`src/rtl/ctrl_hub75_defs.sv`:
```
`default_nettype none
// +--------------------------------------------------------------------------+
// | Module      : ctrl_hub75_defs (package)                                  |
// | Description : Shared state encodings and width helper for the HUB75      |
// |               bit-plane (BCM) scan controller.                           |
// | Revision    : 1.0 - initial release                                      |
// +--------------------------------------------------------------------------+
package ctrl_hub75_defs;

  // Scan FSM states, explicitly encoded so waveforms read the same everywhere
  typedef enum logic [2:0] {
    S_IDLE  = 3'd0,
    S_FETCH = 3'd1,
    S_LOAD  = 3'd2,
    S_CLK   = 3'd3,
    S_LATCH = 3'd4,
    S_SHOW  = 3'd5,
    S_BLANK = 3'd6
  } state_t;

  // Ceiling log2, usable in parameter elaboration
  function automatic int clog2(input int value);
    int r;
    r = 0;
    while ((1 << r) < value) r++;
    return r;
  endfunction

endpackage
`default_nettype wire

```
`src/rtl/ctrl_hub75_bcm_if.sv`:
```
`default_nettype none
// +--------------------------------------------------------------------------+
// | Module      : ctrl_hub75_bcm_if                                          |
// | Description : Pixel-RAM port plus HUB75 panel pins of the BCM scan       |
// |               controller. master = controller, slave = RAM/panel side.   |
// | Revision    : 1.0 - initial release                                      |
// +--------------------------------------------------------------------------+
interface ctrl_hub75_bcm_if
  import ctrl_hub75_defs::*;
#(
  parameter int COLS = 64,
  parameter int ROWS = 32,
  parameter int BITS = 4
);
  localparam int COL_W = clog2(COLS);
  localparam int ROW_W = clog2(ROWS);

  logic                   init;
  logic [ROW_W+COL_W-1:0] px_addr;
  logic [6*BITS-1:0]      px_data;
  logic                   R0, G0, B0, R1, G1, B1;
  logic                   PX_CLK;
  logic                   LATCH;
  logic                   NOE;
  logic [ROW_W-1:0]       ROW_SEL;
  logic                   frame_done;
  logic                   busy;

  modport master (
    input  init, px_data,
    output px_addr, R0, G0, B0, R1, G1, B1, PX_CLK, LATCH, NOE, ROW_SEL,
           frame_done, busy
  );

  modport slave (
    output init, px_data,
    input  px_addr, R0, G0, B0, R1, G1, B1, PX_CLK, LATCH, NOE, ROW_SEL,
           frame_done, busy
  );

endinterface
`default_nettype wire

```
`src/rtl/counter_z.sv`:
```
`default_nettype none
// +--------------------------------------------------------------------------+
// | Module      : counter_z                                                  |
// | Description : Up-counter with synchronous clear, increment enable and a  |
// |               terminal-count flag z (q equals the supplied last value).  |
// | Revision    : 1.0 - initial release                                      |
// +--------------------------------------------------------------------------+
module counter_z #(
  parameter int W = 4
) (
  input  logic         clk,
  input  logic         rst,
  input  logic         clr,
  input  logic         inc,
  input  logic [W-1:0] last,
  output logic [W-1:0] q,
  output logic         z
);

  // Count register: clear has priority over increment
  always_ff @(posedge clk or negedge rst) begin
    if (!rst) begin
      q <= '0;
    end else if (clr) begin
      q <= '0;
    end else if (inc) begin
      q <= q + W'(1);
    end
  end

  assign z = (q == last);

endmodule
`default_nettype wire

```
`src/rtl/ctrl_hub75_bcm.sv`:
```
`default_nettype none
// +--------------------------------------------------------------------------+
// | Module      : ctrl_hub75_bcm                                             |
// | Description : HUB75 LED panel scan controller using binary-coded         |
// |               modulation: shifts one bit plane per row, latches it and   |
// |               lights it for DELAY_BASE<<bit cycles.                      |
// | Revision    : 1.0 - initial release                                      |
// +--------------------------------------------------------------------------+
module ctrl_hub75_bcm
  import ctrl_hub75_defs::*;
#(
  parameter int COLS       = 64,
  parameter int ROWS       = 32,
  parameter int BITS       = 4,
  parameter int DELAY_BASE = 16
) (
  input  logic             clk,
  input  logic             rst,
  ctrl_hub75_bcm_if.master bus
);

  localparam int COL_W = clog2(COLS);
  localparam int ROW_W = clog2(ROWS);
  localparam int BIT_W = (BITS > 1) ? clog2(BITS) : 1;
  localparam int ON_W  = clog2((DELAY_BASE << (BITS - 1)) + 1);

  localparam logic [COL_W-1:0] c_COL_LAST = COL_W'(COLS - 1);
  localparam logic [ROW_W-1:0] c_ROW_LAST = ROW_W'(ROWS - 1);
  localparam logic [BIT_W-1:0] c_BIT_LAST = BIT_W'(BITS - 1);
  localparam logic [ON_W-1:0]  c_ON_BASE  = ON_W'(DELAY_BASE);

  state_t                 r_state;
  logic [ROW_W+COL_W-1:0] r_px_addr;
  logic [5:0]             r_rgb;
  logic                   r_px_clk;
  logic                   r_latch;
  logic                   r_noe;
  logic [ROW_W-1:0]       r_row_sel;
  logic                   r_frame_done;
  logic                   r_busy;

  logic [COL_W-1:0] w_col_q, w_col_nxt;
  logic [ROW_W-1:0] w_row_q, w_row_nxt;
  logic [BIT_W-1:0] w_bit_q;
  logic [ON_W-1:0]  w_on_q, w_on_last;
  logic             w_col_z, w_row_z, w_bit_z, w_on_z;
  logic             w_col_clr, w_col_inc, w_row_clr, w_row_inc;
  logic             w_bit_clr, w_bit_inc, w_on_clr, w_on_inc;
  logic             w_frame_end;
  logic [5:0]       w_plane;
  logic             w_unused_on;

  // Counter control decode and next col/row values used to form px_addr
  always_comb begin
    w_frame_end = w_bit_z && w_row_z;
    w_col_clr   = (r_state == S_IDLE) || ((r_state == S_CLK) && w_col_z);
    w_col_inc   = (r_state == S_CLK) && !w_col_z;
    w_bit_clr   = (r_state == S_IDLE) || ((r_state == S_BLANK) && w_bit_z);
    w_bit_inc   = (r_state == S_BLANK) && !w_bit_z;
    w_row_clr   = (r_state == S_IDLE) || ((r_state == S_BLANK) && w_frame_end);
    w_row_inc   = (r_state == S_BLANK) && w_bit_z && !w_row_z;
    w_on_clr    = (r_state != S_SHOW);
    w_on_inc    = (r_state == S_SHOW);
    w_on_last   = (c_ON_BASE << w_bit_q) - ON_W'(1);
    w_col_nxt   = w_col_q;
    w_row_nxt   = w_row_q;
    if (w_col_clr)      w_col_nxt = '0;
    else if (w_col_inc) w_col_nxt = w_col_q + COL_W'(1);
    if (w_row_clr)      w_row_nxt = '0;
    else if (w_row_inc) w_row_nxt = w_row_q + ROW_W'(1);
  end

  // On-time is only consumed through its terminal flag
  assign w_unused_on = ^w_on_q;

  counter_z #(.W(COL_W)) u_col (
    .clk(clk), .rst(rst), .clr(w_col_clr), .inc(w_col_inc),
    .last(c_COL_LAST), .q(w_col_q), .z(w_col_z)
  );
  counter_z #(.W(ROW_W)) u_row (
    .clk(clk), .rst(rst), .clr(w_row_clr), .inc(w_row_inc),
    .last(c_ROW_LAST), .q(w_row_q), .z(w_row_z)
  );
  counter_z #(.W(BIT_W)) u_bit (
    .clk(clk), .rst(rst), .clr(w_bit_clr), .inc(w_bit_inc),
    .last(c_BIT_LAST), .q(w_bit_q), .z(w_bit_z)
  );
  counter_z #(.W(ON_W)) u_on (
    .clk(clk), .rst(rst), .clr(w_on_clr), .inc(w_on_inc),
    .last(w_on_last), .q(w_on_q), .z(w_on_z)
  );

  // Pick the current bit plane out of each of the six colour fields
  for (genvar f = 0; f < 6; f++) begin : g_field
    logic [BITS-1:0] w_field;
    assign w_field    = bus.px_data[f*BITS +: BITS];
    assign w_plane[f] = w_field[w_bit_q];
  end

  // Scan FSM; every panel output is registered for the state being entered
  always_ff @(posedge clk or negedge rst) begin
    if (!rst) begin
      r_state      <= S_IDLE;
      r_px_addr    <= '0;
      r_rgb        <= '0;
      r_px_clk     <= 1'b0;
      r_latch      <= 1'b0;
      r_noe        <= 1'b1;
      r_row_sel    <= '0;
      r_frame_done <= 1'b0;
      r_busy       <= 1'b0;
    end else begin
      r_px_clk     <= 1'b0;
      r_latch      <= 1'b0;
      r_noe        <= 1'b1;
      r_frame_done <= 1'b0;
      case (r_state)
        S_IDLE: begin
          if (bus.init) begin
            r_state   <= S_FETCH;
            r_busy    <= 1'b1;
            r_px_addr <= {w_row_nxt, w_col_nxt};
          end
        end
        S_FETCH: r_state <= S_LOAD;
        S_LOAD: begin
          r_state  <= S_CLK;
          r_px_clk <= 1'b1;
          r_rgb    <= w_plane;
        end
        S_CLK: begin
          if (w_col_z) begin
            r_state   <= S_LATCH;
            r_latch   <= 1'b1;
            r_row_sel <= w_row_q;
          end else begin
            r_state   <= S_FETCH;
            r_px_addr <= {w_row_nxt, w_col_nxt};
          end
        end
        S_LATCH: begin
          r_state <= S_SHOW;
          r_noe   <= 1'b0;
        end
        S_SHOW: begin
          if (w_on_z) begin
            r_state      <= S_BLANK;
            r_frame_done <= w_frame_end;
          end else begin
            r_noe <= 1'b0;
          end
        end
        S_BLANK: begin
          r_px_addr <= {w_row_nxt, w_col_nxt};
          // Run enable is only honoured at the frame boundary
          if (w_frame_end && !bus.init) begin
            r_state <= S_IDLE;
            r_busy  <= 1'b0;
          end else begin
            r_state <= S_FETCH;
          end
        end
        default: begin
          r_state <= S_IDLE;
          r_busy  <= 1'b0;
        end
      endcase
    end
  end

  assign bus.px_addr    = r_px_addr;
  assign bus.R0         = r_rgb[0];
  assign bus.G0         = r_rgb[1];
  assign bus.B0         = r_rgb[2];
  assign bus.R1         = r_rgb[3];
  assign bus.G1         = r_rgb[4];
  assign bus.B1         = r_rgb[5];
  assign bus.PX_CLK     = r_px_clk;
  assign bus.LATCH      = r_latch;
  assign bus.NOE        = r_noe;
  assign bus.ROW_SEL    = r_row_sel;
  assign bus.frame_done = r_frame_done;
  assign bus.busy       = r_busy;

endmodule
`default_nettype wire

```
`src/flat_wrapper.sv`:
```
// flat-port wrapper written by rule: the top's interface ports become plain ports
module ctrl_hub75_bcm_flat import ctrl_hub75_defs::*;
#(
  parameter int COLS       = 64,
  parameter int ROWS       = 32,
  parameter int BITS       = 4,
  parameter int DELAY_BASE = 16
)
  (clk, rst, bus_init, bus_px_data, bus_px_addr, bus_R0, bus_G0, bus_B0, bus_R1, bus_G1, bus_B1, bus_PX_CLK, bus_LATCH, bus_NOE, bus_ROW_SEL, bus_frame_done, bus_busy);
  ctrl_hub75_bcm_if #(.COLS(COLS), .ROWS(ROWS), .BITS(BITS)) bus_i ();
  input  logic clk;
  input  logic rst;
  input wire logic [$bits(bus_i.init)-1:0] bus_init;
  input wire logic [$bits(bus_i.px_data)-1:0] bus_px_data;
  output wire logic [$bits(bus_i.px_addr)-1:0] bus_px_addr;
  output wire logic [$bits(bus_i.R0)-1:0] bus_R0;
  output wire logic [$bits(bus_i.G0)-1:0] bus_G0;
  output wire logic [$bits(bus_i.B0)-1:0] bus_B0;
  output wire logic [$bits(bus_i.R1)-1:0] bus_R1;
  output wire logic [$bits(bus_i.G1)-1:0] bus_G1;
  output wire logic [$bits(bus_i.B1)-1:0] bus_B1;
  output wire logic [$bits(bus_i.PX_CLK)-1:0] bus_PX_CLK;
  output wire logic [$bits(bus_i.LATCH)-1:0] bus_LATCH;
  output wire logic [$bits(bus_i.NOE)-1:0] bus_NOE;
  output wire logic [$bits(bus_i.ROW_SEL)-1:0] bus_ROW_SEL;
  output wire logic [$bits(bus_i.frame_done)-1:0] bus_frame_done;
  output wire logic [$bits(bus_i.busy)-1:0] bus_busy;
  assign bus_i.init = bus_init;
  assign bus_i.px_data = bus_px_data;
  assign bus_px_addr = bus_i.px_addr;
  assign bus_R0 = bus_i.R0;
  assign bus_G0 = bus_i.G0;
  assign bus_B0 = bus_i.B0;
  assign bus_R1 = bus_i.R1;
  assign bus_G1 = bus_i.G1;
  assign bus_B1 = bus_i.B1;
  assign bus_PX_CLK = bus_i.PX_CLK;
  assign bus_LATCH = bus_i.LATCH;
  assign bus_NOE = bus_i.NOE;
  assign bus_ROW_SEL = bus_i.ROW_SEL;
  assign bus_frame_done = bus_i.frame_done;
  assign bus_busy = bus_i.busy;
  ctrl_hub75_bcm #(.COLS(COLS), .ROWS(ROWS), .BITS(BITS), .DELAY_BASE(DELAY_BASE)) u_core (.clk(clk), .rst(rst), .bus(bus_i));
endmodule
```
`config.mk`:
```
export PLATFORM = sky130hd
export DESIGN_NAME = ctrl_hub75_bcm_flat
export DESIGN_NICKNAME = d
export VERILOG_FILES = /design/src/rtl/ctrl_hub75_defs.sv /design/src/rtl/ctrl_hub75_bcm_if.sv /design/src/rtl/counter_z.sv /design/src/rtl/ctrl_hub75_bcm.sv /design/src/flat_wrapper.sv
export SDC_FILE = /design/constraint.sdc
export NUM_CORES = 1
export LEC_CHECK = 0
export CORE_ASPECT_RATIO = 2
export CORE_MARGIN = 2
export CORE_UTILIZATION = 40
export DETAILED_ROUTE_END_ITERATION = 8
export PLACE_DENSITY = 0.61
export SLEW_MARGIN = 5
export SYNTH_ARGS = -nofsm -noshare
export SYNTH_HDL_FRONTEND = slang
export SYNTH_SLANG_ARGS = --single-unit
```
`constraint.sdc`:
```
create_clock -name clk -period 2.4 [get_ports clk]
set_input_delay 0.24 -clock clk [delete_from_list [all_inputs] [get_ports clk]]
set_output_delay 0.24 -clock clk [all_outputs]
set_load 0.01 [all_outputs]
```
Word level (Yosys, flattened, before mapping)
Index checks and enable logic that the tools add are counted.
{"block": "op_classes", "n_eq_ne": 15, "bitwise_logic": 1, "n_addsub": 5, "n_lt_le_gt_ge": 1, "shifts": 1, "reduce_logical": 24, "muxes": 38}
{"operator": "$pmux 11 s3", "count": 1}
{"operator": "$mux 11", "count": 2}
{"operator": "$pmux 3 s7", "count": 1}
{"operator": "$mux 8", "count": 2}
{"operator": "$mux 1", "count": 15}
{"operator": "$bmux 1 s2", "count": 6}
{"operator": "$mux 6", "count": 2}
{"operator": "$mux 5", "count": 2}
{"operator": "$eq 3x3->1 const B", "count": 3}
{"operator": "$mux 3", "count": 3}
{"operator": "$add 8x1->8 const B", "count": 1}
{"operator": "$eq 8x8->1", "count": 1}
{"operator": "$logic_and 1x1->1", "count": 8}
{"operator": "$shl 5x2->8 const A", "count": 1}
{"operator": "$sub 8x1->8 const B", "count": 1}
{"operator": "$add 6x1->6 const B", "count": 1}
{"operator": "$eq 3x2->1 const B", "count": 2}
{"operator": "$eq 6x6->1 const B", "count": 1}
{"operator": "$ne 2x2->1 const B", "count": 3}
{"operator": "$reduce_and 3->1", "count": 2}
{"operator": "$add 5x1->5 const B", "count": 1}
{"operator": "$eq 5x5->1 const B", "count": 1}
{"operator": "$reduce_or 5->1", "count": 1}
{"operator": "$logic_not 1->1", "count": 4}
{"operator": "15 further kinds", "count": 20}
{"block": "word_totals", "wordCells": 98, "input_bits": 27, "reg_bits": 51, "output_inout_bits": 27}

Depth between registers and ports, before layout
Gate-level depths: netlist of the first run.
{"block": "depth", "depth_word": 7, "mapped_depth": 8, "ltp_nobuf": 7}

Modules after synthesis
A second synthesis of the first run with hierarchy kept.
{"block": "unflattened", "cells_unflattened": 257, "area_unflattened_um2": 2819.0}
{"mod": "ctrl_hub75_bcm", "seq_area_each_um2": 752.0, "cells_each": 140, "instances": 1, "area_per_inst_um2": 1627.8}
{"mod": "counter_z (u_core.u_on)", "seq_area_each_um2": 200.2, "cells_each": 49, "instances": 1, "area_per_inst_um2": 476.7}
{"mod": "counter_z (u_core.u_col)", "seq_area_each_um2": 150.1, "cells_each": 32, "instances": 1, "area_per_inst_um2": 332.8}
{"mod": "counter_z (u_core.u_row)", "seq_area_each_um2": 125.1, "cells_each": 26, "instances": 1, "area_per_inst_um2": 271.5}
{"mod": "counter_z (u_core.u_bit)", "seq_area_each_um2": 50.0, "cells_each": 10, "instances": 1, "area_per_inst_um2": 110.1}

Worst setup path before layout of the first run
OpenSTA, ideal clock, no wires.
{"block": "synth_timing", "path_type": "flip-flop to flip-flop", "startpoint": "register u_core.u_row.q[0]", "endpoint": "register u_core.r_px_addr[9], in the netlist u_core.bus.px_addr[9]", "path_stages_with_launch": 8, "setup_slack_ns": 0.520, "t_required_ns": 2.275, "arrival_ns": 1.755, "setup_time_ns": 0.125, "cell_sequence": "dfrtp_1 -> ha_1 -> and3_1 -> ha_1 -> clkbuf_1 -> o31ai_1 -> a21oi_2 -> mux2_4"}
{"block": "synth_between", "elab_chain_len": 7}
{"item": "start: declaration", "line": "counter_z.sv:16", "rtl": "output logic [W-1:0] q,"}
{"item": "start signal: assignment", "line": "counter_z.sv:27", "rtl": "q <= q + W'(1);"}
{"item": "parallel branches: the longest is 4 deep, another holds $add 5x1->5"}
{"item": "$mux 5 (*)", "line": "ctrl_hub75_bcm.sv:69", "rtl": "if (w_row_clr) w_row_nxt = '0;"}
{"item": "net u_core.w_row_nxt[3]", "line": "ctrl_hub75_bcm.sv:43", "rtl": "logic [ROW_W-1:0] w_row_q, w_row_nxt;"}
{"item": "$mux 11, on equally long branches", "line": "ctrl_hub75_bcm.sv:132, ctrl_hub75_bcm.sv:119"}
{"item": "$pmux 11 s3 (*)", "line": "ctrl_hub75_bcm.sv:117", "rtl": "case (r_state)"}
{"item": "end signal: assignment", "line": "ctrl_hub75_bcm.sv:122", "rtl": "r_px_addr <= {w_row_nxt, w_col_nxt};"}
{"item": "end signal: assignment", "line": "ctrl_hub75_bcm.sv:138", "rtl": "r_px_addr <= {w_row_nxt, w_col_nxt};"}
{"item": "end signal: assignment", "line": "ctrl_hub75_bcm.sv:154", "rtl": "r_px_addr <= {w_row_nxt, w_col_nxt};"}
{"item": "end: declaration", "line": "ctrl_hub75_bcm.sv:33", "rtl": "logic [ROW_W+COL_W-1:0] r_px_addr;"}
Mark *: on every way through the listed nets, which the timed path passes. The select of a mux whose other input is x is not followed.
A chain may end at the register's enable or synchronous reset.

Final worst setup path of the first run
{"block": "layout_timing", "startpoint": "register u_core.u_row.q[0]", "endpoint": "register u_core.r_px_addr[8], in the netlist u_core.bus.px_addr[8]"}
The elaborated chain is that of the path after synthesis.

==> report_table.html, run 1 <==
<table>
<tr><th>Metric</th><th>Value</th></tr>
<tr><th colspan="2">Route</th></tr>
<tr><td>Detailed Routing Iterations Pass 1</td><td>4</td></tr>
<tr><td>Vias after detailed routing</td><td>1977</td></tr>
<tr><td>DR iter-0 viols</td><td>45</td></tr>
<tr><td>Drt via density</td><td>5.29</td></tr>
<tr><td>Mean routed wirelength per cell</td><td>15.7 µm</td></tr>
<tr><td>Drt total wl</td><td>5880 µm</td></tr>
<tr><td>Number of remaining DRC errors</td><td>0</td></tr>
<tr><td>Count of antenna-violating nets left after detailed routing</td><td>0</td></tr>
<tr><th colspan="2">Setup path</th></tr>
<tr><td>Cell type group with the largest total delay on the critical path</td><td>simple AND/OR/NAND/NOR gates</td></tr>
<tr><td>FF-to-FF setup slack</td><td>280 ps</td></tr>
<tr><td>Worst EP required</td><td>2630 ps</td></tr>
<tr><td>Category of the worst setup path capture point</td><td>flip-flop</td></tr>
<tr><td>Launching element of the worst setup path</td><td>u_core.u_row.q[0]</td></tr>
<tr><td>Buffer and inverter count on the worst path</td><td>0</td></tr>
<tr><td>Worst path arrival time</td><td>2350 ps</td></tr>
<tr><td>Reg-to-reg endpoint</td><td>u_core.bus.px_addr[8]</td></tr>
<tr><td>Delay of the slowest cell on the worst path</td><td>560 ps</td></tr>
<tr><td>Slowest CP cell</td><td>sky130_fd_sc_hd__or4_1</td></tr>
<tr><td>Cells traversed along the worst timing path</td><td>ha_1 -&gt; and3_1 -&gt; ha_1 -&gt; or4_1 -&gt; a21oi_1 -&gt; mux2_4</td></tr>
<tr><td>CP Capture Point</td><td>u_core.bus.px_addr[8]</td></tr>
<tr><td>Cell depth of the worst setup path</td><td>6</td></tr>
<tr><td>Critical path's most frequent cell</td><td>sky130_fd_sc_hd__ha_1</td></tr>
<tr><td>Depth of the worst register-to-register path</td><td>6</td></tr>
<tr><td>WS Path Type</td><td>flip-flop to flip-flop</td></tr>
<tr><td>Crit path launch type</td><td>flip-flop</td></tr>
<tr><td>Worst reg2reg startpoint</td><td>u_core.u_row.q[0]</td></tr>
<tr><td>Largest driver fanout on the critical path</td><td>12</td></tr>
<tr><th colspan="2">Yosys</th></tr>
<tr><td>Area of the mapped netlist</td><td>2680 µm²</td></tr>
<tr><td>Portion of the post-synthesis area used by sequential elements</td><td>0.477</td></tr>
<tr><td>Cells after synthesis</td><td>229</td></tr>
<tr><td>Share of synthesized registers carrying an async set or reset</td><td>1.00</td></tr>
<tr><td>Number of warning messages in the yosys log</td><td>0</td></tr>
<tr><td>Nets in the synthesized netlist</td><td>264</td></tr>
<tr><td>Number of storage elements in the synthesis netlist</td><td>51</td></tr>
<tr><td>Top flip-flop cell by instance count after synthesis</td><td>sky130_fd_sc_hd__dfrtp_1</td></tr>
<tr><td>Number of synthesized flops with an enable pin</td><td>0</td></tr>
<tr><td>Synth area leader</td><td>sky130_fd_sc_hd__dfrtp_1</td></tr>
<tr><td>Average footprint of a synthesized cell</td><td>11.7 µm²</td></tr>
<tr><td>Area share of the leading cell type in the synthesized netlist</td><td>0.468</td></tr>
<tr><td>Top cells by area in the synthesized netlist</td><td>sky130_fd_sc_hd__dfrtp_1 (47%), sky130_fd_sc_hd__mux2_4 (5.0%), sky130_fd_sc_hd__mux2_2 (5.0%)</td></tr>
<tr><td>Count of distinct cell types in the synthesized netlist</td><td>53</td></tr>
<tr><th colspan="2">Finish</th></tr>
<tr><td>Commonest non-fill, non-tap cell in the layout</td><td>sky130_fd_sc_hd__clkdlybuf4s50_1</td></tr>
<tr><td>Proportion of layout cells with a drive suffix above 1</td><td>0.189</td></tr>
<tr><td>Number of standard cells in the layout, taps in and fillers out</td><td>374</td></tr>
<tr><td>Diodes inserted</td><td>0</td></tr>
<tr><td>Synth-to-layout area growth</td><td>29.3%</td></tr>
<tr><td>Net count, final</td><td>320</td></tr>
<tr><td>Commonest non-fill, non-tap cells in the layout</td><td>sky130_fd_sc_hd__clkdlybuf4s50_1 (52), sky130_fd_sc_hd__dfrtp_1 (50), sky130_fd_sc_hd__o21ai_0 (15)</td></tr>
<tr><th colspan="2">Clock network</th></tr>
<tr><td>Post-CTS Resized</td><td>0</td></tr>
<tr><td>Sink Count</td><td>51</td></tr>
<tr><td>Root buffer selected by CTS</td><td>sky130_fd_sc_hd__clkbuf_16</td></tr>
<tr><td>Max H-tree Level</td><td>2</td></tr>
<tr><td>Number of buffers created by CTS</td><td>5</td></tr>
<tr><td>Post-CTS Repair Setup Buffers</td><td>0</td></tr>
<tr><td>Clock buffer depth</td><td>2</td></tr>
<tr><td>Clock latency at the later pin of the worst-skew pair</td><td>290 ps</td></tr>
<tr><td>Clock Pin Slew Worst Setup and Hold Paths</td><td>70 ps</td></tr>
<tr><td>Clock tree from TritonCTS</td><td>done</td></tr>
<tr><td>Hold buffer count at cts</td><td>1</td></tr>
<tr><th colspan="2">Worst hold path</th></tr>
<tr><td>Min-Delay Path Class</td><td>flip-flop to flip-flop</td></tr>
<tr><td>Hold_sp</td><td>u_core.u_on.q[0]</td></tr>
<tr><th colspan="2">Timing</th></tr>
<tr><td>Final sum of negative setup slack</td><td>0 ps</td></tr>
<tr><td>Worst-case clock skew</td><td>7.85 ps</td></tr>
<tr><td>RSZ-0062 raised after global routing</td><td>no</td></tr>
<tr><td>Setup violation total in the final timing report</td><td>0</td></tr>
<tr><td>Part of the cycle the worst path needs</td><td>0.882</td></tr>
<tr><td>Count of pins over their slew limit</td><td>0</td></tr>
<tr><td>Transition at the pin with the smallest max-transition slack</td><td>730 ps</td></tr>
<tr><td>Crit path time final</td><td>2120 ps</td></tr>
<tr><td>Max-slew headroom</td><td>0.513</td></tr>
<tr><td>Final hold violation count</td><td>0</td></tr>
<tr><td>Max Clock Freq</td><td>472 MHz</td></tr>
<tr><th colspan="2">Run</th></tr>
<tr><td>Max capacitance violation total</td><td>0</td></tr>
<tr><th colspan="2">Global routing</th></tr>
<tr><td>GRT Resource Usage Total</td><td>0.176</td></tr>
<tr><td>Overflow after GRT</td><td>0</td></tr>
<tr><td>Pin count of the biggest net entering global routing</td><td>28</td></tr>
<tr><td>Number of antenna violations at the first check in global routing</td><td>0</td></tr>
<tr><td>Wire length of the first global-routing pass</td><td>9580 µm</td></tr>
<tr><td>Vias in the first global route</td><td>2040</td></tr>
<tr><th colspan="2">Power</th></tr>
<tr><td>Peak VDD IR</td><td>478 µV</td></tr>
<tr><td>Reported leakage power</td><td>1.55 nW</td></tr>
<tr><td>PD cells</td><td>794 nW/µm²</td></tr>
<tr><th colspan="2">Run status</th></tr>
<tr><td>Outcome</td><td>complete, no violations</td></tr>
<tr><th colspan="2">Floorplanning</th></tr>
<tr><td>Die outline width</td><td>61.8 µm</td></tr>
<tr><td>Chip Height</td><td>120 µm</td></tr>
<tr><td>Core area</td><td>6570 µm²</td></tr>
<tr><td>Initial Utilization</td><td>0.407</td></tr>
<tr><td>Top-Level Pins</td><td>54</td></tr>
<tr><td>Die area</td><td>7400 µm²</td></tr>
<tr><td>FP Rows</td><td>42</td></tr>
<tr><th colspan="2">Placement</th></tr>
<tr><td>Buffers on Ports</td><td>53</td></tr>
<tr><td>Estimated wirelength of the detail-placed design</td><td>4410 µm</td></tr>
<tr><td>GP Congestion</td><td>0.885</td></tr>
<tr><td>Cells after DPL</td><td>365</td></tr>
</table>
-- power breakdown --
part | total (W) | internal [W] | switching (W)
Clock | 0.000695 | 0.000385 | 0.000310
Sequential | 0.00111 | 0.000983 | 0.000127
Combinational | 0.000942 | 0.000505 | 0.000437
-- flip-flops by register name (all words and copies together) (netlist names) --
name,flops
u_core.bus.px_addr,11
u_core.u_row.q,5
u_core.u_on.q,8
u_core.bus.ROW_SEL,5
u_core.bus.LATCH,1
u_core.u_col.q,6
u_core.r_rgb,6
u_core.bus.busy,1
u_core.r_state,3
u_core.bus.frame_done,1
u_core.u_bit.q,2
u_core.bus.NOE,1
u_core.bus.PX_CLK,1
-- stage by stage --
stage,utilization,hold WS [ps],total power [W],cell area [µm²],setup slack (ps)
2_1_floorplan,-,-55.6,0.00170,2680,520
3_3_place_gp,0.504,280,0.00207,3310,350
3_5_place_dp,0.504,286,0.00208,3310,307
4_1_cts,0.527,463,0.00279,3460,288
5_1_grt,0.527,501,0.00291,3460,91.9
6_report,0.527,459,0.00275,3460,283
-- cell families (layout without fill, tap and decap cells) --
logic type               count (synthesis)  in the layout  synth area share
multiplexers                            30             30             0.163
AND/OR/NAND/NOR                         68             68             0.153
XOR/XNOR                                 7              7            0.0229
adder cells (fa/ha/maj)                  8              8            0.0374
flip-flops                              51             51             0.477
buffers and inverters                   18             75            0.0323
AO/OA/AOI/OAI                           47             47             0.115
-- cell usage after synthesis (3+ instances only) --
| master | instances |
|---|---|
| sky130_fd_sc_hd__nor2b_1 | 3 |
| sky130_fd_sc_hd__nor3_1 | 3 |
| sky130_fd_sc_hd__o211ai_1 | 3 |
| sky130_fd_sc_hd__or2_2 | 3 |
| sky130_fd_sc_hd__xnor2_1 | 5 |
| sky130_fd_sc_hd__a21oi_1 | 8 |
| sky130_fd_sc_hd__clkbuf_1 | 5 |
| sky130_fd_sc_hd__and3_1 | 3 |
| sky130_fd_sc_hd__nand2b_1 | 4 |
| sky130_fd_sc_hd__mux2_4 | 9 |
| sky130_fd_sc_hd__dfrtp_1 | 50 |
| sky130_fd_sc_hd__nor2_1 | 11 |
| sky130_fd_sc_hd__o21ai_0 | 15 |
| sky130_fd_sc_hd__mux2i_1 | 3 |
| sky130_fd_sc_hd__o31ai_1 | 5 |
| sky130_fd_sc_hd__buf_2 | 3 |
| sky130_fd_sc_hd__mux2_2 | 12 |
| sky130_fd_sc_hd__mux4_2 | 6 |
| sky130_fd_sc_hd__inv_1 | 7 |
| sky130_fd_sc_hd__ha_1 | 8 |
| sky130_fd_sc_hd__nand3_1 | 9 |
| sky130_fd_sc_hd__nand2_1 | 13 |
-- layout make-up --
cell class	instances	area, µm²
Clock buffer	6	129
Clock inverter	2	12.5
Fill cell	581	3110
Inverter	7	26.3
Multi-Input combinational cell	160	1310
Sequential cell	51	1280
Tap cell	88	110
Timing Repair Buffer	60	593
-- worst min path at each step --
stage / endpoint / cells after the start
after global placement: u_core.r_rgb[1] / 1
after detailed placement: u_core.r_rgb[1] / 1
final: u_core.u_on.q[0] / 1
after global routing: u_core.u_on.q[0] / 1
after floorplan: u_core.bus.LATCH / 0
after CTS: u_core.u_on.q[0] / 1
-- per-layer routing --
metal	share of wire	up-vias	wire (µm)	GRT usage
met2	0.55	46	3210	0.307
met5	0	-	0	0
li1	-	951	-	-
met1	0.38	965	2210	0.186
met3	0.039	15	229	0.0345
met4	0.037	0	218	0.0904
No activity file was read; power rests on OpenSTA's default activity.
==> run 2, diff against run 1 <==
==> constraint.sdc (replaced) <==
create_clock -name clk -period 2 [get_ports clk]
set_input_delay 0.2 -clock clk [delete_from_list [all_inputs] [get_ports clk]]
set_output_delay 0.2 -clock clk [all_outputs]
set_load 0.01 [all_outputs]
==> report_table.html, run 2 (same netlist as run 1, synthesis figures left out) <==
<table>
<tr><th>Metric</th><th>Value</th></tr>
<tr><th colspan="2">Run status</th></tr>
<tr><td>Outcome</td><td>complete, no violations (unchanged)</td></tr>
<tr><th colspan="2">Route</th></tr>
<tr><td>Wire length the detailed router placed on met1</td><td>2380 µm (was 2210 µm)</td></tr>
<tr><td>Vias after detailed routing</td><td>2023 (was 1977)</td></tr>
<tr><td>Detailed Routing Iterations Pass 1</td><td>4 (unchanged)</td></tr>
<tr><td>Detailed-routed wire length on met2</td><td>3530 µm (was 3210 µm)</td></tr>
<tr><td>Drt total wl</td><td>6230 µm (was 5880 µm)</td></tr>
<tr><td>DR iter-0 viols</td><td>48 (was 45)</td></tr>
<tr><td>Top Layer Used</td><td>met4 (unchanged)</td></tr>
<tr><td>Mean routed wirelength per cell</td><td>16.1 µm (was 15.7 µm)</td></tr>
<tr><td>Length of routed met3 wiring</td><td>187 µm (was 229 µm)</td></tr>
<tr><td>Number of remaining DRC errors</td><td>0 (unchanged)</td></tr>
<tr><td>Count of antenna-violating nets left after detailed routing</td><td>0 (unchanged)</td></tr>
<tr><td>Drt via density</td><td>5.21 (was 5.29)</td></tr>
<tr><th colspan="2">Floorplanning</th></tr>
<tr><td>FP Rows</td><td>42 (unchanged)</td></tr>
<tr><td>Core area</td><td>6570 µm² (unchanged)</td></tr>
<tr><td>Chip Height</td><td>120 µm (unchanged)</td></tr>
<tr><td>Initial Utilization</td><td>0.407 (unchanged)</td></tr>
<tr><td>Die area</td><td>7400 µm² (unchanged)</td></tr>
<tr><td>Die outline width</td><td>61.8 µm (unchanged)</td></tr>
<tr><td>Top-Level Pins</td><td>54 (unchanged)</td></tr>
<tr><th colspan="2">Placement</th></tr>
<tr><td>GP Congestion</td><td>0.928 (was 0.885)</td></tr>
<tr><td>Buffers on Ports</td><td>53 (unchanged)</td></tr>
<tr><td>Estimated wirelength of the detail-placed design</td><td>4760 µm (was 4410 µm)</td></tr>
<tr><td>Cells after DPL</td><td>379 (was 365)</td></tr>
<tr><td>Minimum setup slack after placement</td><td>10.4 ps (was 307 ps)</td></tr>
<tr><th colspan="2">Clock network</th></tr>
<tr><td>Sink Count</td><td>51 (unchanged)</td></tr>
<tr><td>Root buffer selected by CTS</td><td>sky130_fd_sc_hd__clkbuf_16 (unchanged)</td></tr>
<tr><td>Clock tree from TritonCTS</td><td>done (unchanged)</td></tr>
<tr><td>Clock buffer depth</td><td>2 (unchanged)</td></tr>
<tr><td>Clock Pin Slew Worst Setup and Hold Paths</td><td>70 ps (about the same)</td></tr>
<tr><td>Max H-tree Level</td><td>2 (unchanged)</td></tr>
<tr><td>Clock latency at the later pin of the worst-skew pair</td><td>290 ps (about the same)</td></tr>
<tr><td>Number of buffers created by CTS</td><td>5 (unchanged)</td></tr>
<tr><td>Post-CTS Repair Setup Buffers</td><td>0 (unchanged)</td></tr>
<tr><th colspan="2">Global routing</th></tr>
<tr><td>Number of antenna violations at the first check in global routing</td><td>0 (unchanged)</td></tr>
<tr><td>Vias in the first global route</td><td>2067 (was 2040)</td></tr>
<tr><td>Overflow after GRT</td><td>0 (unchanged)</td></tr>
<tr><td>Wire length of the first global-routing pass</td><td>9910 µm (was 9580 µm)</td></tr>
<tr><td>Pin count of the biggest net entering global routing</td><td>28 (unchanged)</td></tr>
<tr><td>GRT Resource Usage Total</td><td>0.182 (was 0.176)</td></tr>
<tr><th colspan="2">Finish</th></tr>
<tr><td>Commonest non-fill, non-tap cell in the layout</td><td>sky130_fd_sc_hd__clkdlybuf4s50_1 (unchanged)</td></tr>
<tr><td>Commonest non-fill, non-tap cells in the layout</td><td>sky130_fd_sc_hd__clkdlybuf4s50_1 (52), sky130_fd_sc_hd__dfrtp_1 (50), sky130_fd_sc_hd__buf_4 (18) (was sky130_fd_sc_hd__clkdlybuf4s50_1 (52), sky130_fd_sc_hd__dfrtp_1 (50), sky130_fd_sc_hd__o21ai_0 (15))</td></tr>
<tr><td>Synth-to-layout area growth</td><td>35.1% (was 29.3%)</td></tr>
<tr><td>Final design utilization</td><td>0.550 (was 0.527)</td></tr>
<tr><td>Proportion of layout cells with a drive suffix above 1</td><td>0.230 (was 0.189)</td></tr>
<tr><td>Number of flip-flops in the largest register</td><td>11 (unchanged)</td></tr>
<tr><td>Diodes inserted</td><td>0 (unchanged)</td></tr>
<tr><td>Net count, final</td><td>334 (was 320)</td></tr>
<tr><td>Number of standard cells in the layout, taps in and fillers out</td><td>388 (was 374)</td></tr>
<tr><th colspan="2">Setup path</th></tr>
<tr><td>Category of the worst setup path capture point</td><td>flip-flop (unchanged)</td></tr>
<tr><td>Worst EP required</td><td>2230 ps (was 2630 ps)</td></tr>
<tr><td>Worst path arrival time</td><td>2140 ps (was 2350 ps)</td></tr>
<tr><td>Crit path launch type</td><td>flip-flop (unchanged)</td></tr>
<tr><td>Buffer and inverter count on the worst path</td><td>0 (unchanged)</td></tr>
<tr><td>Cells traversed along the worst timing path</td><td>ha_1 -&gt; and3_4 -&gt; ha_4 -&gt; or4_1 -&gt; a21oi_1 -&gt; mux2_4 (was ha_1 -&gt; and3_1 -&gt; ha_1 -&gt; or4_1 -&gt; a21oi_1 -&gt; mux2_4)</td></tr>
<tr><td>Delay of the slowest cell on the worst path</td><td>510 ps (was 560 ps)</td></tr>
<tr><td>WS Path Type</td><td>flip-flop to flip-flop (unchanged)</td></tr>
<tr><td>Largest driver fanout on the critical path</td><td>5 (was 12)</td></tr>
<tr><td>Slowest CP cell</td><td>sky130_fd_sc_hd__or4_1 (unchanged)</td></tr>
<tr><td>Cell type group with the largest total delay on the critical path</td><td>simple AND/OR/NAND/NOR gates (unchanged)</td></tr>
<tr><th colspan="2">Timing</th></tr>
<tr><td>Final hold violation count</td><td>0 (unchanged)</td></tr>
<tr><td>Part of the cycle the worst path needs</td><td>0.955 (was 0.882)</td></tr>
<tr><td>Setup violation total in the final timing report</td><td>0 (unchanged)</td></tr>
<tr><td>Crit path time final</td><td>1910 ps (was 2120 ps)</td></tr>
<tr><td>Transition at the pin with the smallest max-transition slack</td><td>586 ps (was 730 ps)</td></tr>
<tr><td>Max-slew headroom</td><td>0.610 (was 0.513)</td></tr>
<tr><td>Final worst-path setup slack</td><td>90.4 ps (was 283 ps)</td></tr>
<tr><td>RSZ-0062 raised after global routing</td><td>yes (was no)</td></tr>
<tr><td>Max Clock Freq</td><td>524 MHz (was 472 MHz)</td></tr>
<tr><td>Count of pins over their slew limit</td><td>0 (unchanged)</td></tr>
<tr><td>Worst-case clock skew</td><td>8.25 ps (was 7.85 ps)</td></tr>
<tr><td>Min Hold Slack</td><td>339 ps (was 459 ps)</td></tr>
<tr><th colspan="2">Run</th></tr>
<tr><td>Max capacitance violation total</td><td>0 (unchanged)</td></tr>
<tr><th colspan="2">Power</th></tr>
<tr><td>Proportion of power drawn by the clock network</td><td>0.272 (was 0.253)</td></tr>
<tr><td>Portion of total power attributed to combinational logic</td><td>0.357 (was 0.343)</td></tr>
<tr><td>Total power</td><td>0.00352 W (was 0.00275 W)</td></tr>
<tr><td>Psw</td><td>0.00107 W (was 0.000874 W)</td></tr>
<tr><td>PD cells</td><td>972 nW/µm² (was 794 nW/µm²)</td></tr>
<tr><td>Switching Fraction</td><td>0.306 (was 0.318)</td></tr>
<tr><td>Reported leakage power</td><td>1.63 nW (was 1.55 nW)</td></tr>
<tr><td>Internal power consumption</td><td>0.00244 W (was 0.00187 W)</td></tr>
<tr><td>Power share of the sequential group</td><td>0.371 (was 0.404)</td></tr>
<tr><td>Peak VDD IR</td><td>593 µV (was 478 µV)</td></tr>
<tr><th colspan="2">Worst hold path</th></tr>
<tr><td>Min-Delay Path Class</td><td>primary input to asynchronous set/reset pin (was flip-flop to flip-flop)</td></tr>
</table>
run 2: stage by stage:
| stage | TNS, ps | cell area, µm² |
|---|---|---|
| 6_report | 0 | 3620 |
| 5_1_grt | -14.7 | 3620 |
| 4_1_cts | 0 | 3590 |
| 3_5_place_dp | 0 | 3410 |
| 3_3_place_gp | 0 | 3410 |
| 2_1_floorplan | 0 | 2680 |
run 2: area by class of cell:
| cell class | instances | area (µm²) |
|---|---|---|
| fill | 579 | 2950 |
| sequential | 51 | 1280 |
| timing repair buffer | 74 | 702 |
| clock inverter | 1 | 30.0 |
| tap | 88 | 110 |
| inverter | 7 | 26.3 |
| multi-input combinational | 160 | 1340 |
| clock buffer | 7 | 133 |
run 2: power by group through the flow:
| stage | Combinational [W] | Sequential, W | Clock, W |
|---|---|---|---|
| after global routing | 0.00136 | 0.00133 | 0.00103 |
| final | 0.00126 | 0.00131 | 0.000956 |
| after detailed placement | 0.00126 | 0.00132 | 0 |
| after CTS | 0.00127 | 0.00131 | 0.000987 |
| after global placement | 0.00124 | 0.00131 | 0 |
| after floorplan | 0.000706 | 0.00134 | 0 |
run 2: path summary, 6_finish.rpt:
check                                  startpoint                     to  slack, ps  depth (start not counted)
worst min-delay path                          rst      u_core.r_state[1]        340                          2
min in group clk                 u_core.u_on.q[0]       u_core.u_on.q[0]        460                          1
max in group asynchronous                     rst         u_core.bus.NOE       1100                          3
worst min register to register   u_core.u_on.q[0]       u_core.u_on.q[0]        460                          1
worst max-delay path            u_core.u_row.q[0]  u_core.bus.px_addr[8]         90                          6
worst max register to register  u_core.u_row.q[0]  u_core.bus.px_addr[8]         90                          6
run 2: worst reg2reg max path: stages (launching register included):
cell                      delay (ps)
sky130_fd_sc_hd__dfrtp_1         380
sky130_fd_sc_hd__ha_1            210
sky130_fd_sc_hd__and3_4          190
sky130_fd_sc_hd__ha_4            170
sky130_fd_sc_hd__or4_1           510
sky130_fd_sc_hd__a21oi_1         210
sky130_fd_sc_hd__mux2_4          170
run 2: per-layer routing:
metal  vias up  GRT usage
li1        970          -
met3         7     0.0291
met1      1008      0.203
met4         0     0.0745
met2        38      0.322
met5         -          0
run 2: timing repair:
item / in CTS / in global routing
endpoints found under the setup margin: 4 / 7
gates resized for setup: 1 / 4
pin swaps: 0 / 2
hold endpoints to repair: 11 / 0
hold buffers: 1 / 0
==> run 3, diff against run 2 <==
--- a/config.mk
+++ b/config.mk
@@ -10,7 +10,7 @@
 export CORE_UTILIZATION = 40
 export DETAILED_ROUTE_END_ITERATION = 8
 export PLACE_DENSITY = 0.61
-export SLEW_MARGIN = 5
+export SLEW_MARGIN = 20
 export SYNTH_ARGS = -nofsm -noshare
 export SYNTH_HDL_FRONTEND = slang
 export SYNTH_SLANG_ARGS = --single-unit
==> results of run 3 <==
The final DEF is identical to that of run 2; final timing and power are the same.
